File: config.mk
export PLATFORM = sky130hd
export DESIGN_NAME = instr_decoder
export DESIGN_NICKNAME = d
export VERILOG_FILES = /design/src/rtl/ctrl_pkg.sv /design/src/rtl/instr_field_decode.sv /design/src/rtl/instr_decoder.sv
export SDC_FILE = /design/constraint.sdc
export NUM_CORES = 1
export LEC_CHECK = 0
export BUFFER_PORTS_ARGS = -buffer_cell sky130_fd_sc_hd__buf_2
export CORE_MARGIN = 2
export CORE_UTILIZATION = 35
export DETAILED_ROUTE_END_ITERATION = 6
export GPL_ROUTABILITY_DRIVEN = 0
export SYNTH_ARGS = -nofsm -noshare
export SYNTH_HDL_FRONTEND = slang
export SYNTH_SLANG_ARGS = --single-unit
File: constraint.sdc
create_clock -name clk -period 3.2 [get_ports clk]
set_input_delay 0.16 -clock clk [delete_from_list [all_inputs] [get_ports clk]]
set_output_delay 0.16 -clock clk [all_outputs]
set_load 0.01 [all_outputs]
File: src/rtl/ctrl_pkg.sv
// ctrl_pkg: decoder states, instruction field positions, op-form constants, ALU codes and the register-select helper
package ctrl_pkg;
  typedef enum logic [1:0] {FETCH, EXT_WAIT, EXEC} state_t;
  typedef enum logic [1:0] {FORM_REG, FORM_SHORT, FORM_LONG, FORM_ILL} form_t;
  localparam int OP_HI = 15;
  localparam int OP_LO = 12;
  localparam int RD_HI = 11;
  localparam int RD_LO = 8;
  localparam int EXT_HI = 7;
  localparam int EXT_LO = 4;
  localparam int RS_HI = 3;
  localparam int RS_LO = 0;
  localparam int IMM_HI = 7;
  localparam logic [3:0] OP_REG = 4'h0;
  localparam logic [3:0] OP_LONG = 4'hE;
  localparam logic [3:0] OP_ILL = 4'hF;
  localparam logic [7:0] ALU_ADD = 8'h05;
  localparam logic [7:0] ALU_SUB = 8'h09;
  localparam logic [7:0] ALU_CMP = 8'h0B;
  function automatic logic [4:0] reg_sel(input logic [3:0] r);
    return {1'b0, r} + 5'd1;
  endfunction
endpackage

File: src/rtl/instr_field_decode.sv
// instr_field_decode: combinational word decode; in word, out opcode/sel_a/sel_b/imm/imm_sel/rd/ext/form
import ctrl_pkg::*;
module instr_field_decode #(
  parameter int DATA_W = 16
) (
  input  logic [DATA_W-1:0] word,
  output logic [7:0]        opcode,
  output logic [4:0]        sel_a,
  output logic [4:0]        sel_b,
  output logic [DATA_W-1:0] imm,
  output logic              imm_sel,
  output logic [3:0]        rd,
  output logic [3:0]        ext,
  output form_t             form
);
  logic [3:0] op;
  logic [3:0] rs;
  always_comb begin
    op = word[OP_HI:OP_LO];
    rd = word[RD_HI:RD_LO];
    ext = word[EXT_HI:EXT_LO];
    rs = word[RS_HI:RS_LO];
    form = op == OP_REG ? FORM_REG : op == OP_LONG ? FORM_LONG : op == OP_ILL ? FORM_ILL : FORM_SHORT;
    opcode = form == FORM_REG ? {op, ext} : {4'b0000, form == FORM_LONG ? ext : op};
    sel_a = reg_sel(rd);
    sel_b = form == FORM_REG ? reg_sel(rs) : 5'd0;
    imm_sel = form == FORM_SHORT;
    imm = imm_sel ? {{(DATA_W-8){word[IMM_HI]}}, word[IMM_HI:0]} : '0;
  end
endmodule

File: src/rtl/instr_decoder.sv
// instr_decoder: FETCH/EXT_WAIT/EXEC decoder; in clk/reset(n)/instr/instr_valid, out instr_ready/immediate/enable/control1/control2/imm_control/opcode/buff_en/illegal, all registered
import ctrl_pkg::*;
module instr_decoder #(
  parameter int DATA_W = 16,
  parameter int NREG = 16
) (
  input  logic              clk,
  input  logic              reset,
  input  logic [DATA_W-1:0] instr,
  input  logic              instr_valid,
  output logic              instr_ready,
  output logic [DATA_W-1:0] immediate,
  output logic [NREG-1:0]   enable,
  output logic [4:0]        control1,
  output logic [4:0]        control2,
  output logic              imm_control,
  output logic [7:0]        opcode,
  output logic              buff_en,
  output logic              illegal
);
  state_t state, state_n;
  form_t fd_form;
  logic [7:0] fd_opcode, opc_n;
  logic [4:0] fd_sel_a, fd_sel_b, c1_n, c2_n;
  logic [DATA_W-1:0] fd_imm, imm_n;
  logic fd_imm_sel, immc_n, ill_n, go, accept;
  logic [3:0] fd_rd, fd_ext, rd_n, rd_q, ext_q;
  instr_field_decode #(.DATA_W(DATA_W)) u_fd (
    .word(instr),
    .opcode(fd_opcode),
    .sel_a(fd_sel_a),
    .sel_b(fd_sel_b),
    .imm(fd_imm),
    .imm_sel(fd_imm_sel),
    .rd(fd_rd),
    .ext(fd_ext),
    .form(fd_form)
  );
  assign accept = instr_valid && instr_ready;
  // EXT_WAIT replays the latched rd/ext and takes the whole word as the immediate
  always_comb begin
    state_n = state;
    ill_n = 1'b0;
    opc_n = fd_opcode;
    c1_n = fd_sel_a;
    c2_n = fd_sel_b;
    imm_n = fd_imm;
    immc_n = fd_imm_sel;
    rd_n = fd_rd;
    unique case (state)
      FETCH: if (accept) begin
        ill_n = fd_form == FORM_ILL;
        state_n = fd_form == FORM_LONG ? EXT_WAIT : fd_form == FORM_ILL ? FETCH : EXEC;
      end
      EXT_WAIT: if (accept) begin
        state_n = EXEC;
        opc_n = {4'b0000, ext_q};
        c1_n = reg_sel(rd_q);
        c2_n = 5'd0;
        imm_n = instr;
        immc_n = 1'b1;
        rd_n = rd_q;
      end
      default: state_n = FETCH;
    endcase
    go = state_n == EXEC;
  end
  always_ff @(posedge clk) begin
    if (!reset) begin
      state <= FETCH;
      instr_ready <= 1'b0;
      illegal <= 1'b0;
      opcode <= '0;
      control1 <= '0;
      control2 <= '0;
      immediate <= '0;
      imm_control <= 1'b0;
      enable <= '0;
      buff_en <= 1'b0;
      rd_q <= '0;
      ext_q <= '0;
    end else begin
      state <= state_n;
      instr_ready <= state_n != EXEC;
      illegal <= ill_n;
      opcode <= go ? opc_n : '0;
      control1 <= go ? c1_n : '0;
      control2 <= go ? c2_n : '0;
      immediate <= go ? imm_n : '0;
      imm_control <= go && immc_n;
      enable <= go && opc_n != ALU_CMP ? NREG'(1) << rd_n : '0;
      buff_en <= go;
      if (state == FETCH && accept && fd_form == FORM_LONG) begin
        rd_q <= fd_rd;
        ext_q <= fd_ext;
      end
    end
  end
endmodule

==> impl_metrics.json, run 1 <==
{
  "status": "finished, final reports clean",
  "cts_sinks": 64,
  "crit_end": "enable[6]",
  "crit_required_ps": 3380,
  "fmaxAchievable_ghz": 0.426,
  "layout.nets": 331,
  "fp.dieArea_mm2": 0.00728,
  "grt_max_degree": 21,
  "rsz0062_at_grt": "no",
  "relSlewSlack": 0.279,
  "tns_ps": 0,
  "reg2reg_setup_slack_ps": 850,
  "synthFlopType": "dfxtp_1",
  "yosys-top-cells-count": "64 x dfxtp_1, 23 x nand2_1, 17 x a21oi_1",
  "drv_slew": 0,
  "die_w_um": 85.3,
  "postCtsSetupBuffers": 0,
  "synth_edf_count": 0,
  "cts-resized-gates": 0,
  "globalRouteOverflowTotal": 0,
  "grt_pass1_vias": 1670,
  "drt-pass1-iter-count": 4,
  "min_from": "instr[0]",
  "postRouteWirelength_mm": 4.93,
  "syn_area_mm2": 0.00232,
  "clk_pin_slew_ps": 70,
  "preCtsSetupSlack_ps": 868,
  "p_leak_uw": 0.00139,
  "ys_types": 46,
  "synth_top_area_frac": 0.553,
  "power-per-cell-area_mw_per_mm2": 561,
  "drtAntennaViolNets": 0,
  "grtUsageTotal": 0.142,
  "reg2reg_to": "enable[6]",
  "synth_top_cell_by_area": "dfxtp_1",
  "yosys-top-cells-area": "dfxtp_1 55%, nand2_1 3.7%, a21oi_1 3.7%",
  "yosysMostFrequentCell": "dfxtp_1",
  "hold_violations": 0,
  "async_flop_share": 0,
  "io_pins": 73,
  "routed_via_density": 4.71,
  "start_kind": "flop",
  "root_buffer": "clkbuf_8",
  "fin_crit_sh": 0.734,
  "fp.dieH_um": 85.3,
  "core_area_mm2": 0.00639,
  "ys_seq_area_frac": 0.553,
  "worstPathArrival_ps": 2530,
  "syn_avg_cell_area_um2": 9.90,
  "highest_layer": "met4",
  "worstSetupPathType": "flop to flop",
  "critPathMaxFanout": 20,
  "dr_total_vias": 1840,
  "start_util": 0.363,
  "maxCapViolCount": 0,
  "worst_r2r_path_depth": 5,
  "post_drt_wl_per_cell_um": 12.6,
  "yosysWarnings": 0,
  "drc": 0,
  "io_buffers": 72,
  "worstSkewPairLatency_ps": 330,
  "startpoint": "state[0]",
  "worst_slew_pin_slew_ps": 1070,
  "n_fill_cell": 645,
  "antenna_found_initial": 0,
  "setup_viol": 0,
  "cts_tree": "done",
  "fin_skew_ps": 5.30,
  "drive_gt1_frac": 0.315,
  "ys_seq_elements": 64,
  "wl_met1_mm": 2.43,
  "dpl.hpwl_mm": 3.59,
  "antenna_cells": 0,
  "final.min_clock_period_ps": 2350,
  "critPathCaptureType": "flop",
  "rows": 29,
  "ctsHoldBuffers": 0,
  "netlist_instances": 234,
  "grt_pass1_wl_mm": 8.06,
  "r2r-start": "state[0]",
  "clk_path_buf_depth": 2,
  "syn_to_final_growth_pct": 26.3,
  "hp-class": "input port to flop",
  "h-tree-depth": 3,
  "drt_iter0_markers": 98,
  "met3WireLength_um": 265,
  "dr_wl_met2_mm": 2.17,
  "fin_ws_ps": 851,
  "numCtsBuffers": 9,
  "vdd_drop_max_mv": 0.246
}
placed cells by master (no fill, tap or decap), types with 8 or more instances in the layout:
cell type,Yosys,routed
nor2_1,15,15
dfxtp_1,64,64
and2_1,12,12
a21oi_1,17,17
buf_2,5,72
nor2b_1,8,8
clkbuf_8,0,13
nand2_1,23,23
nor3_1,12,12
power breakdown:
group          total [uW]  leakage, uW  internal (uW)  switching [uW]
Combinational         102     0.000755           40.1            62.0
Clock                 722     0.000113            444             278
Sequential            816     0.000519            811            5.05
registers in the layout, indices dropped and copies added, names as in the netlist:
name         flops
state            2
ext_q            4
instr_ready      1
illegal          1
immediate       16
rd_q             4
buff_en          1
enable          16
control1         5
control2         5
imm_control      1
opcode           8
per-stage QoR:
stage	hold slack, ps	total power [uW]	util	instances	cell area (um^2)
floorplan	232	897	-	237	2330
finish	30.6	1640	0.458	391	2930
CTS	8.44	1670	0.458	391	2930
global route	15.2	1710	0.458	391	2930
detailed placement	369	937	0.424	375	2710
global placement	377	936	0.424	375	2710
how the worst min path moves through the flow:
stage / slack, ps / endpoint / cells past startpoint
4_1_cts: 8 / control2[0] / 2
6_report: 30 / control2[0] / 2
5_1_grt: 20 / control2[0] / 2
3_3_place_gp: 380 / control2[0] / 2
3_5_place_dp: 370 / control2[0] / 2
2_1_floorplan: 230 / control2[0] / 1
per-layer routing:
metal | GRT usage | vias up
li1 | - | 952
met1 | 0.188 | 824
met2 | 0.203 | 58
met3 | 0.0438 | 6
met4 | 0.0823 | 0
met5 | 0 | -
area by class of cell:
class,count,area [um^2],share of cell area
multi-input cells,156,943,0.322
clock inverters,2,35.0,0.0120
inverters,5,18.8,0.00642
repair buffers,73,368,0.126
flip-flops and latches,64,1280,0.438
clock buffers,14,183,0.0624
well taps,77,96.3,0.0329
logic make-up (layout without fill, tap and decap cells):
| group | Yosys count | after routing | synth area share |
|---|---|---|---|
| xor+xnor | 6 | 6 | 0.0227 |
| mux | 7 | 7 | 0.0303 |
| flops | 64 | 64 | 0.553 |
| buf+inv | 17 | 94 | 0.0443 |
| simple gates | 104 | 104 | 0.249 |
| fa+ha+maj | 3 | 3 | 0.0162 |
| compound gates | 32 | 32 | 0.0832 |
| other cells | 1 | 4 | 0.00162 |
critical path: stages (launching register included):
cell,delay [ps]
dfxtp_1,460
and4b_1,700
a21oi_1,100
a21oi_1,230
and4_1,580
nor4_1,130
No activity file was read; power rests on OpenSTA's default activity.
==> run 2: changes to the inputs <==
==> constraint.sdc (replaced) <==
create_clock -name clk -period 2.3 [get_ports clk]
set_input_delay 0.115 -clock clk [delete_from_list [all_inputs] [get_ports clk]]
set_output_delay 0.115 -clock clk [all_outputs]
set_load 0.01 [all_outputs]
==> impl_metrics.json, run 2 (same netlist as run 1, synthesis figures left out) <==
{
  "grt_pass1_wl_mm": 8.02,
  "final_common_cell": "buf_2",
  "mostFrequentLayoutCells": "72 x buf_2, 64 x dfxtp_1, 23 x nand2_1, 17 x a21oi_1, 15 x nor2_1",
  "p_clk_frac": 0.385,
  "drt_iter0_markers": 76,
  "cts_sinks": 64,
  "reg2reg_setup_slack_ps": 420,
  "largestRegisters": "enable (16), immediate (16), opcode (8)",
  "fmaxAchievable_ghz": 0.531,
  "drv_slew": 0,
  "drive_gt1_frac": 0.318,
  "fin_skew_ps": 8.53,
  "globalRouteOverflowTotal": 0,
  "setup_viol": 0,
  "p_sw_uw": 483,
  "core_area_mm2": 0.00639,
  "layout.nets": 335,
  "hold_depth": 2,
  "critPathMaxFanout": 16,
  "fp.dieArea_mm2": 0.00728,
  "status": "finished, final reports clean",
  "drtAntennaViolNets": 0,
  "clk_path_buf_depth": 2,
  "rows": 29,
  "h-tree-depth": 3,
  "start_kind": "flop",
  "crit_required_ps": 2530,
  "syn_to_final_growth_pct": 25.4,
  "power-per-cell-area_mw_per_mm2": 717,
  "worstPathArrival_ps": 2110,
  "fp.dieH_um": 85.3,
  "place_inst": 378,
  "finalPower_uw": 2080,
  "antenna_found_initial": 0,
  "dpl.hpwl_mm": 3.61,
  "grt_max_degree": 17,
  "clk_pin_slew_ps": 70,
  "maxCapViolCount": 0,
  "antenna_cells": 0,
  "multi_input_area_um2": 943,
  "r2r-start": "state[0]",
  "grtUsageTotal": 0.143,
  "fin_crit_sh": 0.819,
  "worstSetupPathType": "flop to flop",
  "pwr-share-seq": 0.545,
  "p_leak_uw": 0.00138,
  "io_buffers": 72,
  "io_pins": 73,
  "die_w_um": 85.3,
  "critPathCaptureType": "flop",
  "dr_total_vias": 1871,
  "root_buffer": "clkbuf_8",
  "postRouteWirelength_mm": 4.89,
  "cts_tree": "done",
  "hp-class": "input port to flop",
  "rsz0062_at_grt": "no",
  "grt_pass1_vias": 1724,
  "drt-pass1-iter-count": 4,
  "combPwrFrac": 0.070,
  "swShare": 0.232,
  "worstSkewPairLatency_ps": 340,
  "numCtsBuffers": 9,
  "final.min_clock_period_ps": 1880,
  "min_to": "immediate[3]",
  "hold_violations": 0,
  "p_int_uw": 1600,
  "worst_r2r_path_depth": 5,
  "reg2reg_to": "enable[14]",
  "tns_ps": 0,
  "n_fill_cell": 649,
  "post_drt_wl_per_cell_um": 12.4,
  "routed_via_density": 4.74,
  "finalNonFillerCells": 395,
  "drc": 0,
  "min_from": "instr[3]",
  "seq_area_mm2": 0.00128,
  "start_util": 0.363,
  "vdd_drop_max_mv": 0.338
}
-- run 2: cell count changes in the layout (fill, tap and decap cells not counted) --
cell,before,now
buf_4,1,4
clkbuf_8,13,10
clkinv_2,1,4
bufinv_16,1,0
clkbuf_1,1,2
dlygate4sd3_1,0,1
-- run 2: worst max path at each step --
stage / startpoint / to / slack (ps) / cells past startpoint
floorplan: instr[15] / enable[12] / 680 / 8
CTS: state[0] / enable[14] / 430 / 5
finish: state[0] / enable[14] / 420 / 5
detailed placement: state[0] / enable[10] / 440 / 5
global route: instr_ready / enable[6] / 200 / 6
global placement: state[0] / enable[14] / 450 / 5
-- run 2: power groups by stage --
stage,Combinational (uW),Clock (uW),Sequential [uW]
3_5_place_dp,144,0,1160
3_3_place_gp,143,0,1160
4_1_cts,145,830,1140
6_report,145,803,1140
5_1_grt,162,875,1140
2_1_floorplan,78.3,0,1170
-- run 2: cell type report --
cell class / count / area share
inverters: 5 / 0.00646
well taps: 77 / 0.0332
clock inverters: 4 / 0.00689
flip-flops and latches: 64 / 0.441
multi-input cells: 156 / 0.325
clock buffers: 12 / 0.0500
repair buffers: 77 / 0.138
-- run 2: stage by stage --
step	utilization	cell area (um^2)	hold WS, ps	setup WS [ps]
floorplan	-	2330	187	680
global placement	0.428	2730	334	450
detailed placement	0.428	2730	327	445
CTS	0.455	2910	9.50	431
global route	0.455	2910	23.4	204
finish	0.455	2910	18.6	416
-- run 2: layer usage --
layer  global-route usage  up-vias  wire, um
li1                     -      960         -
met1                0.176      828      2240
met2                0.207       73      2120
met3               0.0535       10       393
met4               0.0938        0       138
met5                    0        -         0
-- run 2: critical path: stages (launching register included) --
cell	delay [ps]
dfxtp_1	460
and4b_1	520
a2bb2oi_2	110
and4_1	190
buf_4	180
nor4_1	320
-- run 2: timing repair --
action | CTS | global route
hold endpoints to repair | 1 | 0
hold buffers | 1 | 0
gates resized for setup | 0 | 0
setup buffers | 0 | 0
